===== src/rtl/if_fetch_stage_pkg.sv =====
// Shared types and constants for the instruction-fetch stage.
package if_fetch_stage_pkg;

  typedef enum logic [1:0] {
    IDLE    = 2'd0,
    FETCH   = 2'd1,
    DISCARD = 2'd2
  } fetch_state_t;

  localparam logic [31:0] NOP_INSN    = 32'h0000_0013;
  localparam int unsigned PC_STEP     = 4;
  localparam logic [3:0]  WB_SEL_WORD = 4'hF;

endpackage


===== src/rtl/if_fetch_stage.sv =====
// Instruction-fetch stage: owns the PC, fetches one word per Wishbone classic
// read and hands {pc_o, instr_o} to IF/ID with a valid/stall handshake.
//
// state   | meaning
// --------+-----------------------------------------------------------
// IDLE    | no bus cycle; issue a fetch once the output buffer is free
// FETCH   | bus cycle open for pc; ack delivers the instruction
// DISCARD | bus cycle open but made stale by a redirect; drop its data
module if_fetch_stage
  import if_fetch_stage_pkg::*;
#(
  parameter int unsigned           ADDR_WIDTH = 32,
  parameter int unsigned           DATA_WIDTH = 32,
  parameter logic [ADDR_WIDTH-1:0] PC_ADDR    = 32'h8000_0000
) (
  input  logic                  clk,
  input  logic                  reset,
  input  logic                  stall_i,
  input  logic                  redirect_i,
  input  logic [ADDR_WIDTH-1:0] redirect_target_i,
  output logic                  wb_cyc_o,
  output logic                  wb_stb_o,
  output logic                  wb_we_o,
  output logic [3:0]            wb_sel_o,
  output logic [ADDR_WIDTH-1:0] wb_adr_o,
  input  logic [DATA_WIDTH-1:0] wb_dat_i,
  input  logic                  wb_ack_i,
  output logic [ADDR_WIDTH-1:0] pc_o,
  output logic [DATA_WIDTH-1:0] instr_o,
  output logic                  instr_valid_o
);

  fetch_state_t          state_q, state_d;
  logic [ADDR_WIDTH-1:0] pc_q, pc_d;
  logic [ADDR_WIDTH-1:0] adr_d;
  logic [ADDR_WIDTH-1:0] pc_out_d;
  logic [DATA_WIDTH-1:0] instr_d;
  logic                  cyc_d;
  logic                  valid_d;
  logic                  buf_free;
  logic [ADDR_WIDTH-1:0] target;

  assign target   = {redirect_target_i[ADDR_WIDTH-1:2], 2'b00};
  assign buf_free = !instr_valid_o || !stall_i;

  assign wb_we_o  = 1'b0;
  assign wb_sel_o = WB_SEL_WORD;

  always_comb begin
    state_d  = state_q;
    pc_d     = pc_q;
    cyc_d    = wb_cyc_o;
    adr_d    = wb_adr_o;
    pc_out_d = pc_o;
    instr_d  = instr_o;
    // Holds while stalled, drops when consumed.
    valid_d  = instr_valid_o && stall_i;

    unique case (state_q)
      IDLE: begin
        if (redirect_i) begin
          pc_d    = target;
          valid_d = 1'b0;
        end else if (buf_free) begin
          cyc_d   = 1'b1;
          adr_d   = pc_q;
          state_d = FETCH;
        end
      end
      FETCH: begin
        if (redirect_i) begin
          pc_d    = target;
          valid_d = 1'b0;
          if (wb_ack_i) begin
            cyc_d   = 1'b0;
            state_d = IDLE;
          end else begin
            state_d = DISCARD;
          end
        end else if (wb_ack_i) begin
          instr_d  = wb_dat_i;
          pc_out_d = pc_q;
          valid_d  = 1'b1;
          pc_d     = pc_q + ADDR_WIDTH'(PC_STEP);
          cyc_d    = 1'b0;
          state_d  = IDLE;
        end
      end
      DISCARD: begin
        // The bus cycle must complete; only the newest target survives.
        if (redirect_i) begin
          pc_d    = target;
          valid_d = 1'b0;
        end
        if (wb_ack_i) begin
          cyc_d   = 1'b0;
          state_d = IDLE;
        end
      end
      default: state_d = IDLE;
    endcase
  end

  always_ff @(posedge clk) begin
    if (!reset) begin
      state_q       <= IDLE;
      pc_q          <= PC_ADDR;
      wb_cyc_o      <= 1'b0;
      wb_stb_o      <= 1'b0;
      wb_adr_o      <= PC_ADDR;
      pc_o          <= PC_ADDR;
      instr_o       <= DATA_WIDTH'(NOP_INSN);
      instr_valid_o <= 1'b0;
    end else begin
      state_q       <= state_d;
      pc_q          <= pc_d;
      wb_cyc_o      <= cyc_d;
      wb_stb_o      <= cyc_d;
      wb_adr_o      <= adr_d;
      pc_o          <= pc_out_d;
      instr_o       <= instr_d;
      instr_valid_o <= valid_d;
    end
  end

endmodule


===== config.mk =====
export PLATFORM = sky130hd
export DESIGN_NAME = if_fetch_stage
export DESIGN_NICKNAME = d
export VERILOG_FILES = /design/src/rtl/if_fetch_stage_pkg.sv /design/src/rtl/if_fetch_stage.sv
export SDC_FILE = /design/constraint.sdc
export NUM_CORES = 1
export LEC_CHECK = 0
export ABC_AREA = 1
export BUFFER_PORTS_ARGS = -buffer_cell sky130_fd_sc_hd__buf_2
export CELL_PAD_IN_SITES_DETAIL_PLACEMENT = 1
export CELL_PAD_IN_SITES_GLOBAL_PLACEMENT = 1
export CORE_MARGIN = 2
export CORE_UTILIZATION = 36
export DETAILED_ROUTE_END_ITERATION = 8
export GPL_TIMING_DRIVEN = 0
export PLACE_DENSITY_LB_ADDON = 0.1
export SETUP_SLACK_MARGIN = 0.1
export SLEW_MARGIN = 0
export SYNTH_ARGS = -nofsm -noshare
export SYNTH_HDL_FRONTEND = slang
export SYNTH_SLANG_ARGS = --single-unit

===== constraint.sdc =====
create_clock -name clk -period 2.2 [get_ports clk]
set_input_delay 0.11 -clock clk [delete_from_list [all_inputs] [get_ports clk]]
set_output_delay 0.11 -clock clk [all_outputs]
set_load 0.05 [all_outputs]

==> results by group, run 1 <==
Drt
  – Remaining antenna violation count: 0
  – Drt total wl: 20.85 mm
  – Via count: 6,223
  – Initial DRC Count: 310
  – DR WL/cell: 16.52 um
  – DRT Pass-1 Iters: 4
  – DR DRC count: 0
  – Via density: 4.931

Global routing
  – Total GRT Usage: 0.2523
  – First-pass GRT wire length: 32.95 mm
  – Vias in the first global route: 6,277
  – Initial antenna violation count: 0
  – Total grt overflow: 0
  – Largest net degree at the start of global routing: 17

Setup path
  – CP Class: register to register
  – Crit path max-delay family: buffers and inverters
  – Reg2reg end: wb_adr_o[3]
  – Crit-path most repeated cell: inv_1
  – RR Startpoint: state_q[1]
  – Critical path depth: 7
  – WP data arrival: 2400 ps
  – Worst EP required: 2530 ps
  – Crit path capture type: register
  – Slowest-stage cell, CP: nor3_4
  – Critical path, cell by cell: inv_1 -> ha_1 -> inv_1 -> nor3_4 -> buf_1 -> o21ai_0 -> a21oi_1
  – CP bufs+invs: 3
  – Largest stage delay on the critical path: 400 ps
  – Maximum net fanout on the critical path: 10
  – Worst reg2reg setup slack: 130 ps
  – FF-to-FF path depth: 7
  – Crit path launch type: register

STA
  – Least-Margin Pin Slew: 653.4 ps
  – Endpoints failing hold: 0
  – Min Hold Slack: 29.41 ps
  – Final worst path period share: 0.9425
  – Final min period: 2074 ps
  – Setup_tns: 0 ps
  – Slew headroom: 0.5644
  – Max Slew Vio Count: 0
  – # setup viols final: 0
  – Unrepaired setup endpoints after global routing: yes
  – Final Skew: 7.921 ps
  – Fmax: 0.4823 GHz

Clock network
  – TritonCTS clock tree: done
  – CTS root buf: clkbuf_16
  – H-tree depth: 4
  – Clock-pin slew on the worst setup and hold paths: 60 ps
  – Clock Sinks: 126
  – Clk_lat worst skew: 420 ps
  – CTS buffer count: 17
  – Longest Clk Path Bufs: 2

Logic synthesis
  – Synth Flop Type: dfxtp_1
  – Synthesized area: 0.005689 mm^2
  – Register area share after synthesis: 0.4434
  – Post-Syn Instances: 818
  – Yosys reg bits: 126
  – Mapped Avg Cell Area: 6.955 um^2
  – Number of flops mapped to enable cells by yosys: 0
  – Synth async-reset ratio: 0
  – Synth unique cells: 37
  – Yosys warns: 0

Placed design
  – PortBufs: 161
  – RD Place Congestion: 0.8490
  – Post-DP HPWL: 14.78 mm
  – Placed Instance Area: 0.006785 mm^2

Floorplan
  – Num ports: 173
  – Die width: 129.7 um
  – Initial Util: 0.3715
  – Die Y: 129.7 um
  – # rows: 45
  – Die Area: 0.01682 mm^2
  – Core area: 0.01531 mm^2

Min path
  – Hold path endpoint: instr_valid_o
  – Worst hold path cell count: 3
  – Hold Path Class: input port to register
  – Min-delay src: wb_ack_i

Final layout
  – Post-layout util: 0.5051
  – Area grow syn2layout: 35.98%
  – Number of nets in the layout: 1,114
  – Post-route cell area: 0.007736 mm^2
  – Layout cells sized above 1: 0.2276

Power
  – Final Total Pwr: 0.006965 W
  – Power Density: 900.3 mW/mm^2
  – VDD IR max: 0.5731 mV
  – Static Leak: 3.544 nW

Run
  – Maxcap violations: 0

Run status
  – Status: completed
-- worst max path at each step --
| stage | from | to | slack (ps) |
|---|---|---|---|
| 4_1_cts | state_q[1] | wb_adr_o[23] | 190 |
| 3_3_place_gp | state_q[1] | pc_o[29] | 150 |
| 6_report | state_q[1] | wb_adr_o[3] | 130 |
| 2_1_floorplan | state_q[1] | pc_q[21] | 640 |
| 5_1_grt | state_q[1] | wb_adr_o[3] | 8 |
| 3_5_place_dp | state_q[1] | pc_o[29] | 130 |
-- report_power, final --
group	switching [W]	total [W]	internal, W
Combinational	0.00105	0.00148	0.000423
Sequential	0.000165	0.00264	0.00247
Clock	0.00100	0.00285	0.00184
-- sequential cells by signal, summed over array words and instances, names as in the netlist --
signal,flops
pc_o,30
instr_o,32
instr_valid_o,1
wb_adr_o,30
state_q,2
wb_stb_o,1
pc_q,30
-- per-layer routing --
metal	wire [um]	vias up	global-route usage
met5	0	-	0
met4	429	0	0.08223
met3	1049	31	0.06273
met2	9513	163	0.3979
met1	9859	2944	0.3403
li1	-	3085	-
-- cell families after synthesis --
group | count (synthesis) | share of synthesized area
AND/OR/NAND/NOR | 388 | 0.2808
buffers and inverters | 100 | 0.08115
adder cells (fa/ha/maj) | 5 | 0.01100
XOR/XNOR | 4 | 0.006157
flip-flops | 126 | 0.4434
AO/OA/AOI/OAI | 193 | 0.1762
other | 2 | 0.001320
-- cell type report --
cell class	count	area, um^2
antenna	1	2.502
buffer	53	291.5
clock buffer	22	474.2
clock inverter	7	112.6
fill	2028	7579
inverter	47	178.9
multi-input combinational	599	2734
sequential	126	2522
tap	211	264.0
timing repair buffer	196	1156
-- cell usage in the layout (no fill, tap or decap), drive strengths merged, types with 2 or more instances in the layout --
master,n
a21oi,74
a31oi,2
buf,189
bufinv,3
clkbuf,47
clkinv,3
conb,9
dfxtp,126
dlygate4sd3,35
ha,5
inv,47
nand2,159
nand3,35
nand4,6
nor2,180
nor3,4
o21ai,110
or2,3
xnor2,4
-- repair_timing --
action | CTS | global route
hold endpoints to repair | 35 | 0
setup endpoints to repair | 1 | 40
buffers inserted | 0 | 0
resized for setup | 1 | 13
hold buffers | 35 | 0
-- through the flow --
step	worst slack, ps	instances
6_report	126.5	1262
5_1_grt	7.508	1261
4_1_cts	185.2	1261
3_5_place_dp	128.1	1197
3_3_place_gp	155.0	1197
2_1_floorplan	639.1	825
-- worst reg2reg max path, stage by stage, from the launching register on --
cell	delay [ps]
dfxtp_1	340
inv_1	120
ha_1	170
inv_1	100
nor3_4	400
buf_1	390
o21ai_0	220
a21oi_1	230
-- synthesized netlist by cell type, types with 3 or more instances --
master,number,area (um^2)
buf_4,13,97.59
clkbuf_1,27,101.4
o21ai_0,105,525.5
inv_1,42,157.7
buf_6,3,33.78
nor2_4,4,45.04
dfxtp_1,126,2522
nor2_1,174,653.1
a21oi_1,73,365.4
buf_2,10,50.05
nor3_1,3,15.01
nand2_2,3,18.77
ha_1,5,62.56
inv_2,4,15.01
nand4_1,6,37.54
xnor2_1,4,35.03
nand2_1,155,581.8
nand3_1,34,170.2
o21ai_1,5,25.02
No activity file was read; power rests on OpenSTA's default activity.
==> run 2: changes to the inputs <==
Settings changed: CORE_MARGIN 2 to 8.
==> run 2 against run 1 <==
Power is 0.35% lower. Combinational power is essentially flat. Die area is 19% higher. Fmax is 7.4% higher. Count of clock-buffer cells in the layout fell by 3. Non-clock buffer count unchanged. Flip-flop and latch count is the same. Register-to-register slack improved by 140 ps. Worst hold slack better by 14 ps. Highest routed layer is now met5.
==> results by group, run 2 (synthesized netlist as in run 1, its figures left out) <==
STA
  – Max Slew Vio Count: 0 (unchanged)
  – Least-Margin Pin Slew: 607.7 ps (was 653.4 ps)
  – # setup viols final: 0 (unchanged)
  – Fmax: 0.5177 GHz (was 0.4823 GHz)
  – Slew headroom: 0.5949 (was 0.5644)
  – Setup_tns: 0 ps (unchanged)
  – Final Skew: 9.427 ps (was 7.921 ps)
  – Endpoints failing hold: 0 (unchanged)
  – Unrepaired setup endpoints after global routing: yes (unchanged)
  – Final worst path period share: 0.8779 (was 0.9425)
  – Final min period: 1931 ps (was 2074 ps)

Clock network
  – Clock-pin slew on the worst setup and hold paths: 60 ps (about the same)
  – Longest Clk Path Bufs: 2 (unchanged)
  – TritonCTS clock tree: done (unchanged)
  – CTS root buf: clkbuf_16 (unchanged)
  – H-tree depth: 4 (unchanged)
  – Clock Sinks: 126 (unchanged)
  – Clk_lat worst skew: 420 ps (about the same)
  – # Post-CTS Setup Buffers: 0 (unchanged)
  – CTS buffer count: 17 (unchanged)

Setup path
  – Crit path capture type: register (unchanged)
  – Worst EP required: 2490 ps (was 2530 ps)
  – Worst reg2reg setup slack: 270 ps (was 130 ps)
  – WP data arrival: 2220 ps (was 2400 ps)
  – Maximum net fanout on the critical path: 10 (unchanged)
  – CP Class: register to register (unchanged)
  – FF-to-FF path depth: 9 (was 7)
  – Crit path launch type: register (unchanged)
  – RR Startpoint: state_q[1] (unchanged)
  – Reg2reg end: pc_q[7] (was wb_adr_o[3])

Drt
  – Remaining antenna violation count: 0 (unchanged)
  – Via density: 4.862 (was 4.931)
  – DRT Pass-1 Iters: 7 (was 4)
  – DR DRC count: 0 (unchanged)
  – Initial DRC Count: 305 (was 310)
  – Drt total wl: 21.78 mm (was 20.85 mm)
  – Via count: 6,170 (was 6,223)
  – DR WL/cell: 17.16 um (was 16.52 um)

Final layout
  – Filler cells: 2,087 (was 2,028)
  – Most frequent cells in the layout: nor2_1, buf_2, nand2_1 (unchanged)
  – Area of the multi-input gates: 0.002734 mm^2 (unchanged)
  – Commonest non-fill, non-tap cell in the layout: nor2_1 (unchanged)
  – Largest Register: instr_o (unchanged)
  – Number of nets in the layout: 1,114 (unchanged)
  – Max reg flops: 32 (unchanged)
  – Diodes inserted: 0 (was 1)
  – Post-route cell area: 0.007739 mm^2 (was 0.007736 mm^2)
  – FF+latch area: 0.002522 mm^2 (unchanged)
  – Area grow syn2layout: 36.02% (was 35.98%)
  – Layout cells sized above 1: 0.2289 (was 0.2276)

Run
  – Maxcap violations: 0 (unchanged)

Global routing
  – Initial antenna violation count: 2 (was 0)
  – Largest net degree at the start of global routing: 17 (unchanged)
  – Total GRT Usage: 0.2165 (was 0.2523)
  – Total grt overflow: 0 (unchanged)
  – First-pass GRT wire length: 33.93 mm (was 32.95 mm)
  – Vias in the first global route: 6,305 (was 6,277)

Floorplan
  – Die Y: 141.7 um (was 129.7 um)
  – Num ports: 173 (unchanged)
  – # rows: 46 (was 45)
  – Die Area: 0.02008 mm^2 (was 0.01682 mm^2)
  – Initial Util: 0.3634 (was 0.3715)
  – Die width: 141.7 um (was 129.7 um)
  – Core area: 0.01566 mm^2 (was 0.01531 mm^2)

Placed design
  – Post-DP HPWL: 15.86 mm (was 14.78 mm)
  – RD Place Congestion: 0.8471 (was 0.8490)
  – Placed Instance Area: 0.006792 mm^2 (was 0.006785 mm^2)
  – PortBufs: 161 (unchanged)

Min path
  – Worst hold path cell count: 5 (was 3)
  – Hold Path Class: input port to register (unchanged)
  – Hold path endpoint: pc_q[11] (was instr_valid_o)
  – Min-delay src: redirect_target_i[11] (was wb_ack_i)

Power
  – Switching Power: 0.002319 W (was 0.002224 W)
  – Combinational Power Share: 0.212 (about the same)
  – Internal: 0.004622 W (was 0.004741 W)
  – Clock share of power: 0.408 (was 0.409)
  – Sequential power share: 0.380 (was 0.379)
  – Static Leak: 3.535 nW (was 3.544 nW)
  – Power Density: 896.8 mW/mm^2 (was 900.3 mW/mm^2)
  – Switching share of power: 0.3341 (was 0.3193)
  – VDD IR max: 0.7842 mV (was 0.5731 mV)

Run status
  – Status: completed (unchanged)
==> run 2: cell types whose count changed in the layout (fill, tap and decap cells not counted), moves of 2 or more <==
cell and change:
clkinv_4 +4, clkbuf_1 +3, clkbuf_2 -2, buf_1 -2
==> run 2: timing repair <==
item                                    in CTS  in global routing
hold buffers                                35                  0
hold endpoints to repair                    35                  0
endpoints found under the setup margin       0                 19
gates resized for setup                      0                  5
==> run 2: how the worst max path moves through the flow <==
stage | from | to | slack [ps]
final | state_q[1] | pc_q[7] | 270
after global routing | state_q[1] | pc_q[24] | 100
after CTS | state_q[1] | pc_o[6] | 210
after detailed placement | state_q[1] | pc_o[5] | 230
after global placement | state_q[1] | wb_adr_o[25] | 270
after floorplan | state_q[1] | pc_q[21] | 640
==> run 2: worst max-delay path: stages, from the launching register on <==
cell and delay [ps]:
dfxtp_1 410, inv_1 110, ha_1 200, inv_1 140
nand3_2 130, inv_2 180, buf_2 320, nand2_1 90
a21oi_1 160, nor3_1 50
==> run 2: power by group through the flow <==
stage	logic, W	clock network [W]	registers (W)
after detailed placement	0.00143	0	0.00268
after CTS	0.00148	0.00288	0.00264
final	0.00147	0.00283	0.00264
after floorplan	0.000622	0	0.00303
after global routing	0.00160	0.00299	0.00266
after global placement	0.00141	0	0.00268
==> run 2: area by class of cell <==
type | count | share of cell area
buffer | 53 | 0.03686
clock buffer | 19 | 0.05853
clock inverter | 13 | 0.01795
inverter | 47 | 0.02312
multi-input combinational | 599 | 0.3533
sequential | 126 | 0.3260
tap | 216 | 0.03492
timing repair buffer | 196 | 0.1494
==> run 2: metrics by stage <==
step                power, W  setup WS [ps]  hold WS (ps)  instances  utilization
global placement    0.004088          270.9         320.3       1202       0.4338
CTS                 0.006999          206.0         24.79       1269       0.4940
floorplan           0.003653          639.1         237.1        825            -
global route        0.007247          97.25         55.22       1269       0.4943
finish              0.006940          268.5         43.06       1269       0.4943
detailed placement  0.004105          233.7         334.9       1202       0.4338
==> run 2: layer usage <==
layer  share of wire  global-route usage  up-vias  wire length, um
li1                -                   -     3077                -
met1            0.43              0.2480     2923             9330
met2            0.49              0.3730      137            10620
met3           0.068             0.07628       29             1479
met4           0.015             0.06162        4              320
met5          0.0012                   0        -               27
